## config.mk

```make
export PLATFORM = sky130hd
export DESIGN_NAME = hazard_ctrl_flat
export DESIGN_NICKNAME = d
export VERILOG_FILES = /design/src/rtl/hazard_ctrl_if.sv /design/src/rtl/hazard_ctrl.sv /design/src/flat_wrapper.sv
export SDC_FILE = /design/constraint.sdc
export NUM_CORES = 1
export LEC_CHECK = 0
export CORE_ASPECT_RATIO = 1.5
export CORE_MARGIN = 1.5
export CORE_UTILIZATION = 40
export DETAILED_ROUTE_END_ITERATION = 8
export PLACE_DENSITY = 0.76
export SLEW_MARGIN = 20
export SYNTH_ARGS = -nofsm -noshare
export SYNTH_HDL_FRONTEND = slang
export SYNTH_SLANG_ARGS = --single-unit
```

## constraint.sdc

```tcl
create_clock -name clk -period 2.2 [get_ports clk]
set_input_delay 0.44 -clock clk [delete_from_list [all_inputs] [get_ports clk]]
set_output_delay 0.44 -clock clk [all_outputs]
set_load 0.005 [all_outputs]
```

## src/rtl/hazard_ctrl_if.sv

```systemverilog
// Pipeline-to-hazard-controller bundle: hazard sources in, stage enables/flushes and status out.
interface hazard_ctrl_if;
   logic [4:0]  id_rs1;
   logic [4:0]  id_rs2;
   logic        id_rs2_used;
   logic        id_jump;
   logic        ex_load;
   logic [4:0]  ex_rd;
   logic        ex_redirect;
   logic        mem_access;
   logic        mem_ack;

   logic        pc_en;
   logic        if_id_en;
   logic        if_id_flush;
   logic        id_ex_en;
   logic        id_ex_flush;
   logic        ex_mem_en;
   logic        mem_wb_flush;
   logic        mem_req;
   logic [1:0]  state;
   logic [15:0] stall_count;
   logic        mem_timeout_err;

   modport master (
      output id_rs1, id_rs2, id_rs2_used, id_jump, ex_load, ex_rd,
             ex_redirect, mem_access, mem_ack,
      input  pc_en, if_id_en, if_id_flush, id_ex_en, id_ex_flush,
             ex_mem_en, mem_wb_flush, mem_req, state, stall_count,
             mem_timeout_err
   );

   modport slave (
      input  id_rs1, id_rs2, id_rs2_used, id_jump, ex_load, ex_rd,
             ex_redirect, mem_access, mem_ack,
      output pc_en, if_id_en, if_id_flush, id_ex_en, id_ex_flush,
             ex_mem_en, mem_wb_flush, mem_req, state, stall_count,
             mem_timeout_err
   );
endinterface

```

## src/rtl/hazard_ctrl.sv

```systemverilog
// 5-stage pipeline hazard controller: load-use stall, redirect/jump flush,
// and a memory-wait FSM that freezes the pipeline with a bounded timeout.
module hazard_ctrl #(
   parameter int MEM_TIMEOUT = 255
) (
   input logic          clk,
   input logic          reset,
   hazard_ctrl_if.slave hz
);

   localparam logic [1:0] RUN      = 2'd0;
   localparam logic [1:0] MEM_WAIT = 2'd1;
   localparam logic [7:0] WAIT_LAST = 8'(MEM_TIMEOUT - 1);

   logic [1:0]  state_r, state_nxt;
   logic [7:0]  wcnt_r, wcnt_nxt;
   logic [15:0] stall_r;
   logic        err_r;

   logic load_use;
   logic n_pc_en, n_if_id_en, n_if_id_flush, n_id_ex_flush;
   logic freeze, wb_flush, err_set;
   logic pc_en_c;

   assign load_use = hz.ex_load && (hz.ex_rd != 5'd0) &&
                     ((hz.ex_rd == hz.id_rs1) ||
                      (hz.id_rs2_used && (hz.ex_rd == hz.id_rs2)));

   // Normal step: redirect outranks load-use, which outranks an ID jump.
   always_comb begin
      n_pc_en       = 1'b1;
      n_if_id_en    = 1'b1;
      n_if_id_flush = 1'b0;
      n_id_ex_flush = 1'b0;
      if (hz.ex_redirect) begin
         n_if_id_flush = 1'b1;
         n_id_ex_flush = 1'b1;
      end else if (load_use) begin
         n_pc_en       = 1'b0;
         n_if_id_en    = 1'b0;
         n_id_ex_flush = 1'b1;
      end else if (hz.id_jump) begin
         n_if_id_flush = 1'b1;
      end
   end

   always_comb begin
      freeze    = 1'b0;
      wb_flush  = 1'b0;
      err_set   = 1'b0;
      state_nxt = state_r;
      wcnt_nxt  = wcnt_r;
      case (state_r)
         RUN: begin
            if (hz.mem_access && !hz.mem_ack) begin
               freeze    = 1'b1;
               state_nxt = MEM_WAIT;
               wcnt_nxt  = 8'd0;
            end
         end
         MEM_WAIT: begin
            // Ack wins over a timeout landing in the same cycle.
            if (hz.mem_ack) begin
               state_nxt = RUN;
            end else if (wcnt_r == WAIT_LAST) begin
               err_set   = 1'b1;
               wb_flush  = 1'b1;
               state_nxt = RUN;
            end else begin
               freeze   = 1'b1;
               wcnt_nxt = wcnt_r + 8'd1;
            end
         end
         default: state_nxt = RUN;
      endcase
   end

   // While frozen every hazard source is masked; the held EX instruction re-raises it on exit.
   assign pc_en_c         = !freeze && n_pc_en;
   assign hz.pc_en        = pc_en_c;
   assign hz.if_id_en     = !freeze && n_if_id_en;
   assign hz.if_id_flush  = !freeze && n_if_id_flush;
   assign hz.id_ex_en     = !freeze;
   assign hz.id_ex_flush  = !freeze && n_id_ex_flush;
   assign hz.ex_mem_en    = !freeze;
   assign hz.mem_wb_flush = freeze || wb_flush;
   assign hz.mem_req      = (state_r != RUN) || hz.mem_access;

   always_ff @(posedge clk) begin
      if (reset) begin
         state_r <= RUN;
         wcnt_r  <= 8'd0;
         stall_r <= 16'd0;
         err_r   <= 1'b0;
      end else begin
         state_r <= state_nxt;
         wcnt_r  <= wcnt_nxt;
         if (!pc_en_c && (stall_r != 16'hFFFF))
            stall_r <= stall_r + 16'd1;
         if (err_set)
            err_r <= 1'b1;
      end
   end

   assign hz.state           = state_r;
   assign hz.stall_count     = stall_r;
   assign hz.mem_timeout_err = err_r;

endmodule

```

## src/flat_wrapper.sv

```systemverilog
// flat-port wrapper written by rule: the top's interface ports become plain ports
module hazard_ctrl_flat 
#(
   parameter int MEM_TIMEOUT = 255
)
  (clk, reset, hz_id_rs1, hz_id_rs2, hz_id_rs2_used, hz_id_jump, hz_ex_load, hz_ex_rd, hz_ex_redirect, hz_mem_access, hz_mem_ack, hz_pc_en, hz_if_id_en, hz_if_id_flush, hz_id_ex_en, hz_id_ex_flush, hz_ex_mem_en, hz_mem_wb_flush, hz_mem_req, hz_state, hz_stall_count, hz_mem_timeout_err);
  hazard_ctrl_if hz_i ();
  input logic clk;
  input logic reset;
  input wire logic [$bits(hz_i.id_rs1)-1:0] hz_id_rs1;
  input wire logic [$bits(hz_i.id_rs2)-1:0] hz_id_rs2;
  input wire logic [$bits(hz_i.id_rs2_used)-1:0] hz_id_rs2_used;
  input wire logic [$bits(hz_i.id_jump)-1:0] hz_id_jump;
  input wire logic [$bits(hz_i.ex_load)-1:0] hz_ex_load;
  input wire logic [$bits(hz_i.ex_rd)-1:0] hz_ex_rd;
  input wire logic [$bits(hz_i.ex_redirect)-1:0] hz_ex_redirect;
  input wire logic [$bits(hz_i.mem_access)-1:0] hz_mem_access;
  input wire logic [$bits(hz_i.mem_ack)-1:0] hz_mem_ack;
  output wire logic [$bits(hz_i.pc_en)-1:0] hz_pc_en;
  output wire logic [$bits(hz_i.if_id_en)-1:0] hz_if_id_en;
  output wire logic [$bits(hz_i.if_id_flush)-1:0] hz_if_id_flush;
  output wire logic [$bits(hz_i.id_ex_en)-1:0] hz_id_ex_en;
  output wire logic [$bits(hz_i.id_ex_flush)-1:0] hz_id_ex_flush;
  output wire logic [$bits(hz_i.ex_mem_en)-1:0] hz_ex_mem_en;
  output wire logic [$bits(hz_i.mem_wb_flush)-1:0] hz_mem_wb_flush;
  output wire logic [$bits(hz_i.mem_req)-1:0] hz_mem_req;
  output wire logic [$bits(hz_i.state)-1:0] hz_state;
  output wire logic [$bits(hz_i.stall_count)-1:0] hz_stall_count;
  output wire logic [$bits(hz_i.mem_timeout_err)-1:0] hz_mem_timeout_err;
  assign hz_i.id_rs1 = hz_id_rs1;
  assign hz_i.id_rs2 = hz_id_rs2;
  assign hz_i.id_rs2_used = hz_id_rs2_used;
  assign hz_i.id_jump = hz_id_jump;
  assign hz_i.ex_load = hz_ex_load;
  assign hz_i.ex_rd = hz_ex_rd;
  assign hz_i.ex_redirect = hz_ex_redirect;
  assign hz_i.mem_access = hz_mem_access;
  assign hz_i.mem_ack = hz_mem_ack;
  assign hz_pc_en = hz_i.pc_en;
  assign hz_if_id_en = hz_i.if_id_en;
  assign hz_if_id_flush = hz_i.if_id_flush;
  assign hz_id_ex_en = hz_i.id_ex_en;
  assign hz_id_ex_flush = hz_i.id_ex_flush;
  assign hz_ex_mem_en = hz_i.ex_mem_en;
  assign hz_mem_wb_flush = hz_i.mem_wb_flush;
  assign hz_mem_req = hz_i.mem_req;
  assign hz_state = hz_i.state;
  assign hz_stall_count = hz_i.stall_count;
  assign hz_mem_timeout_err = hz_i.mem_timeout_err;
  hazard_ctrl #(.MEM_TIMEOUT(MEM_TIMEOUT)) u_core (.clk(clk), .reset(reset), .hz(hz_i));
endmodule
```

### Word level (Yosys, flattened, before mapping)

Index checks and enable logic that the tools add are counted.

| word-level totals | value |
|---|---|
| register bits | 27 |
| word-level logic and storage cells | 57 |

| operators by class | value |
|---|---|
| $add $sub $neg | 2 |
| equal/unequal tests | 9 |
| mux-type cells | 22 |
| reductions and logical operators | 20 |

Operator list:

| operator | count |
|---|---|
| two-way mux 8 bit | 3 |
| adder 16 x 1 -> 16 bit (second input constant) | 1 |
| != test 16 bit (second input constant) | 1 |
| one-hot mux 8 bit (2 select lines) | 1 |
| two-way mux 1 bit | 13 |
| == test 5 bit | 2 |
| adder 8 x 1 -> 8 bit (second input constant) | 1 |
| == test 8 bit (second input constant) | 1 |
| logical AND 1 bit | 8 |
| two-way mux 2 bit | 3 |
| nonzero test 5 bit | 1 |
| != test 2 bit (second input constant) | 2 |
| one-hot mux 2 bit (2 select lines) | 1 |
| AND reduction 4 bit | 1 |
| nonzero test 2 bit | 2 |
| logical NOT 1 bit | 3 |
| logical OR 1 bit | 3 |
| != test 3 x 2 -> 1 bit (second input constant) | 1 |
| == test 2 x 1 -> 1 bit (second input constant) | 1 |
| logical NOT 2 bit | 1 |
| != test 2 x 1 -> 1 bit (second input constant) | 1 |
| one-hot mux 1 bit (2 select lines) | 1 |
| AND reduction 2 bit | 1 |

### Longest topological paths before layout

| logic depth | value |
|---|---|
| depth after elaboration | 9 |
| depth in mapped cells | 11 |

### Least setup slack after synthesis

No wires, ideal clock.

| path | value |
|---|---|
| kind | input-to-output |
| start point | input hz_ex_rd[0] |
| end point | output hz_pc_en |
| arrival | 1939 ps |
| setup slack | -179 ps |
| stages on the path | 7 |
| path buffers | 3 |
| cells stage by stage | or4_1 -> o21ai_1 -> o31ai_4 -> inv_2 -> buf_6 -> clkbuf_1 -> buf_4 |

| between the ends | value |
|---|---|
| cells in the longest elaborated chain, start to end | 7 |
| elaborated cells on any way between the ends | 10 |

RTL lines:

| item | RTL line | RTL |
|---|---|---|
| start: declaration | flat_wrapper.sv:15 | `input wire logic [$bits(hz_i.ex_rd)-1:0] hz_ex_rd;` |
| == test 5 bit | hazard_ctrl.sv:27 | `(hz.id_rs2_used && (hz.ex_rd == hz.id_rs2)));` |
| logical AND 1 bit | hazard_ctrl.sv:27 |  |
| logical OR 1 bit | hazard_ctrl.sv:26 | `((hz.ex_rd == hz.id_rs1) \|\|` |
| logical AND 1 bit * | hazard_ctrl.sv:25 | `assign load_use = hz.ex_load && (hz.ex_rd != 5'd0) &&` |
| two-way mux 1 bit * (2 in a row) | n/a |  |
| logical AND 1 bit * | n/a |  |
| end: declaration | flat_wrapper.sv:19 | `output wire logic [$bits(hz_i.pc_en)-1:0] hz_pc_en;` |

Every way passes the cells marked *; elsewhere a longest branch is shown, timed or not.

### Worst setup path after layout

| path | value |
|---|---|
| start point | input hz_id_rs2[0] |
| end point | register u_core.stall_r[6], in the netlist u_core.hz.stall_count[6] |

| between the ends | value |
|---|---|
| cells in the longest elaborated chain, start to end | 9 |

RTL lines:

| item | RTL line | RTL |
|---|---|---|
| start: declaration | flat_wrapper.sv:11 | `input wire logic [$bits(hz_i.id_rs2)-1:0] hz_id_rs2;` |
| == test 5 bit | hazard_ctrl.sv:27 |  |
| logical AND 1 bit | hazard_ctrl.sv:27 |  |
| logical OR 1 bit | hazard_ctrl.sv:26 |  |
| logical AND 1 bit | hazard_ctrl.sv:25 |  |
| two-way mux 1 bit | hazard_ctrl.sv:38 | `end else if (load_use) begin` |
| two-way mux 1 bit | hazard_ctrl.sv:35 | `if (hz.ex_redirect) begin` |
| logical AND 1 bit | hazard_ctrl.sv:79 | `assign pc_en_c = !freeze && n_pc_en;` |
| logical NOT 1 bit | hazard_ctrl.sv:98 | `if (!pc_en_c && (stall_r != 16'hFFFF))` |
| logical AND 1 bit | hazard_ctrl.sv:98 |  |
| end signal: assignment | hazard_ctrl.sv:99 | `stall_r <= stall_r + 16'd1;` |
| end: declaration | hazard_ctrl.sv:17 | `logic [15:0] stall_r;` |

No other way between the ends.
A chain may end at the register's enable or synchronous reset.

==> impl_metrics.yaml <==
global_routing:
  grt_overflow_total: 0
  antenna_found_initial: 0
  grt_start_max_net_pins: 20
  grt_usage_pct: 20.9
  grt_pass1_vias: 1567
  grt_pass1_wl_um: 6460
placed_design:
  place_area_sq_mm: 0.00204
  portBuffers: 48
  dp.cells: 278
  gp_congestion: 0.843
  hpwl_um: 2750
routing:
  drc_errors: 0
  vias_per_cell: 5.64
  wl_um: 4320
  drt_iter0_markers: 84
  first_pass_iters: 4
  ant_nets: 0
  post_drt_wl_per_cell_um: 14.7
  vias: 1659
clock_tree:
  numCtsBuffers: 3
  h-tree-depth: 1
  cts_root_buf: "clkbuf_8"
  clk_latency_ns: 0.28
  cts_tree: "done"
  cts_hold_buf: 0
  cts.sinks: 26
  path_clk_slew_ns: 0.10
  clockBufferDepth: 2
timing:
  fin_hold_ws_ns: 0.487
  finalSetupViolCount: 4
  slew_headroom_pct: 65.1
  finClkSkew_ns: 0.00663
  period_share_pct: 101
  drv_slew: 0
  rsz0062_at_grt: "yes"
  hold_viol: 0
  max_slew.worst_pin.slew_ns: 0.522
  setup_slack_ns: -0.0149
  finalCriticalPeriod_ns: 2.21
  max_freq_mhz: 451
worst_setup_path:
  required_ns: 2.42
  endpoint: "u_core.hz.stall_count[6]"
  r2r-end: "u_core.hz.stall_count[7]"
  timing.rr.start: "u_core.hz.stall_count[9]"
  critical_path_peak_fanout: 6
  criticalPathCategory: "primary input to register"
  r2r_slack_ns: 0.11
  ff2ff_path_depth: 6
  crit_path_end_kind: "register"
  critPathLaunchType: "primary input"
  startpoint: "hz_id_rs2[0]"
  critPathArrivalTime_ns: 2.43
yosys:
  syn-cell-area_sq_mm: 0.00144
  ys_types: 32
  syn_nets: 207
  netlist_instances: 181
  ys_ff_latch: 26
  yosys-top-cells-area: "dfxtp_1 (36%), xor2_1 (7.3%), a21oi_1 (6.3%)"
  seq_area_frac_synth_pct: 36.1
  synth_common_cells: "dfxtp_1 (26), nor2_1 (21), a21oi_1 (18)"
  synth-edff-count: 0
  synth.most_common_cell: "dfxtp_1"
  ys_async_sr_fraction_pct: 0
  yosysTopAreaCell: "dfxtp_1"
  yosys.area.top_type_share_pct: 36.1
  synthFlopType: "dfxtp_1"
  post_synth.cell_area_avg_sq_um: 7.96
  yosysWarnings: 0
finish:
  finish.instance_area_sq_mm: 0.00235
  multi_input_area_sq_um: 950
  diodes: 0
  ff_latch_area_sq_um: 523
  nets: 279
  fill_cells: 278
  area_growth_pct: 63.0
  drive_above_1_share_pct: 30.6
  stdcell_count: 294
power:
  p_seq_share_pct: 44.0
  power_leakage_nw: 0.850
  ir_worst_vdd_mv: 0.419
  power_switching_mw: 0.255
  clockPowerShare_pct: 37.2
  combPwrFrac_pct: 18.8
  p_sw_share_pct: 23.3
  intPower_mw: 0.836
  pwr_density_cell_mw_per_mm2: 465
status:
  violations: "setup timing"
  outcome: "finished, violations left"
floorplanning:
  dieHeight_um: 76.5
  initial_core_util_pct: 42.2
  design.core.area_sq_mm: 0.00342
  die_w_um: 52.0
  die_area_sq_mm: 0.00398
  io_pins: 50
  rows: 26
run:
  drv_cap: 0
min_path:
  hold_path.class: "register to register"
[logic make-up (layout without fill, tap and decap cells)]
| logic type | count (synthesis) | in the layout | synth area share (%) |
|---|---|---|---|
| buffers and inverters | 18 | 89 | 5.99 |
| AO/OA/AOI/OAI | 41 | 41 | 18.1 |
| adder cells (fa/ha/maj) | 3 | 3 | 2.61 |
| XOR/XNOR | 15 | 15 | 9.12 |
| AND/OR/NAND/NOR | 77 | 77 | 27.8 |
| other | 1 | 1 | 0.260 |
| flip-flops | 26 | 26 | 36.1 |
[registers in the layout, summed over array words and instances, names as in the netlist]
signal                     count
u_core.hz.stall_count         16
u_core.wcnt_r                  8
u_core.hz.mem_timeout_err      1
u_core.hz.state                1
[power by group through the flow]
stage	clock [mW]	sequential, mW	combinational (mW)
6_report	0.406	0.479	0.205
3_3_place_gp	0	0.490	0.159
5_1_grt	0.427	0.480	0.220
4_1_cts	0.404	0.479	0.183
3_5_place_dp	0	0.490	0.159
2_1_floorplan	0	0.489	0.0664
[per-layer routing]
metal	vias up	track usage [%]	share of wire, %
met4	0	12.6	2.9
met3	15	4.31	8.3
li1	793	-	-
met5	-	0	0
met1	762	22.0	35
met2	89	36.2	53
[placed cells by master (no fill, tap or decap), types with 3 or more instances in the layout]
master	n
clkdlybuf4s50_1	27
or3_1	3
or4_4	7
or4_1	4
dfxtp_1	24
a21oi_1	10
nor2_1	20
xor2_1	10
clkbuf_8	3
a21oi_2	8
buf_2	6
o21ai_1	5
inv_1	5
buf_4	24
nor3_1	5
and3_1	3
xnor2_1	3
buf_6	6
o31ai_1	10
nand2_1	9
nand4_1	6
nand3_1	12
dlygate4sd2_1	6
[repair_timing]
item	4_1_cts	5_1_grt
pin swaps	27	26
setup buffers	7	3
endpoints found under the setup margin	22	20
gates resized for setup	64	38
cloned	1	1
[through the flow]
step / power [mW] / utilization (%) / TNS (ns) / worst slack (ns)
after CTS: 1.07 / 64.6 / 0 / 0.0172
after floorplan: 0.556 / - / -0.138 / -0.0294
after detailed placement: 0.650 / 59.9 / -12.77 / -0.730
final: 1.09 / 68.7 / -0.0233 / -0.0149
after global routing: 1.13 / 68.7 / -0.407 / -0.0571
after global placement: 0.649 / 59.9 / -12.25 / -0.694
[critical path: stages]
cell and delay, ns:
buf_6 0.10, xor2_2 0.17, nor4_2 0.29, a32oi_2 0.17, o31ai_4 0.28, buf_6 0.16
inv_8 0.05, buf_8 0.12, or4_4 0.51, a21oi_2 0.15
[worst min-delay path by stage]
stage,from,to,slack [ns],depth (start not counted)
floorplan,u_core.hz.mem_timeout_err,u_core.hz.mem_timeout_err,0.47,2
global placement,u_core.hz.mem_timeout_err,u_core.hz.mem_timeout_err,0.46,2
detailed placement,u_core.wcnt_r[0],u_core.wcnt_r[0],0.49,2
CTS,u_core.wcnt_r[0],u_core.wcnt_r[0],0.50,2
global route,u_core.wcnt_r[0],u_core.wcnt_r[0],0.51,2
finish,u_core.wcnt_r[0],u_core.wcnt_r[0],0.49,2
[layout make-up]
class / instances / share of cell area [%]
clock inverters: 1 / 1.28
flip-flops and latches: 26 / 22.3
repair buffers: 77 / 30.4
well taps: 42 / 2.24
multi-input cells: 137 / 40.5
clock buffers: 3 / 1.76
inverters: 8 / 1.60
Note: power is estimated with default switching activity, not from simulation.
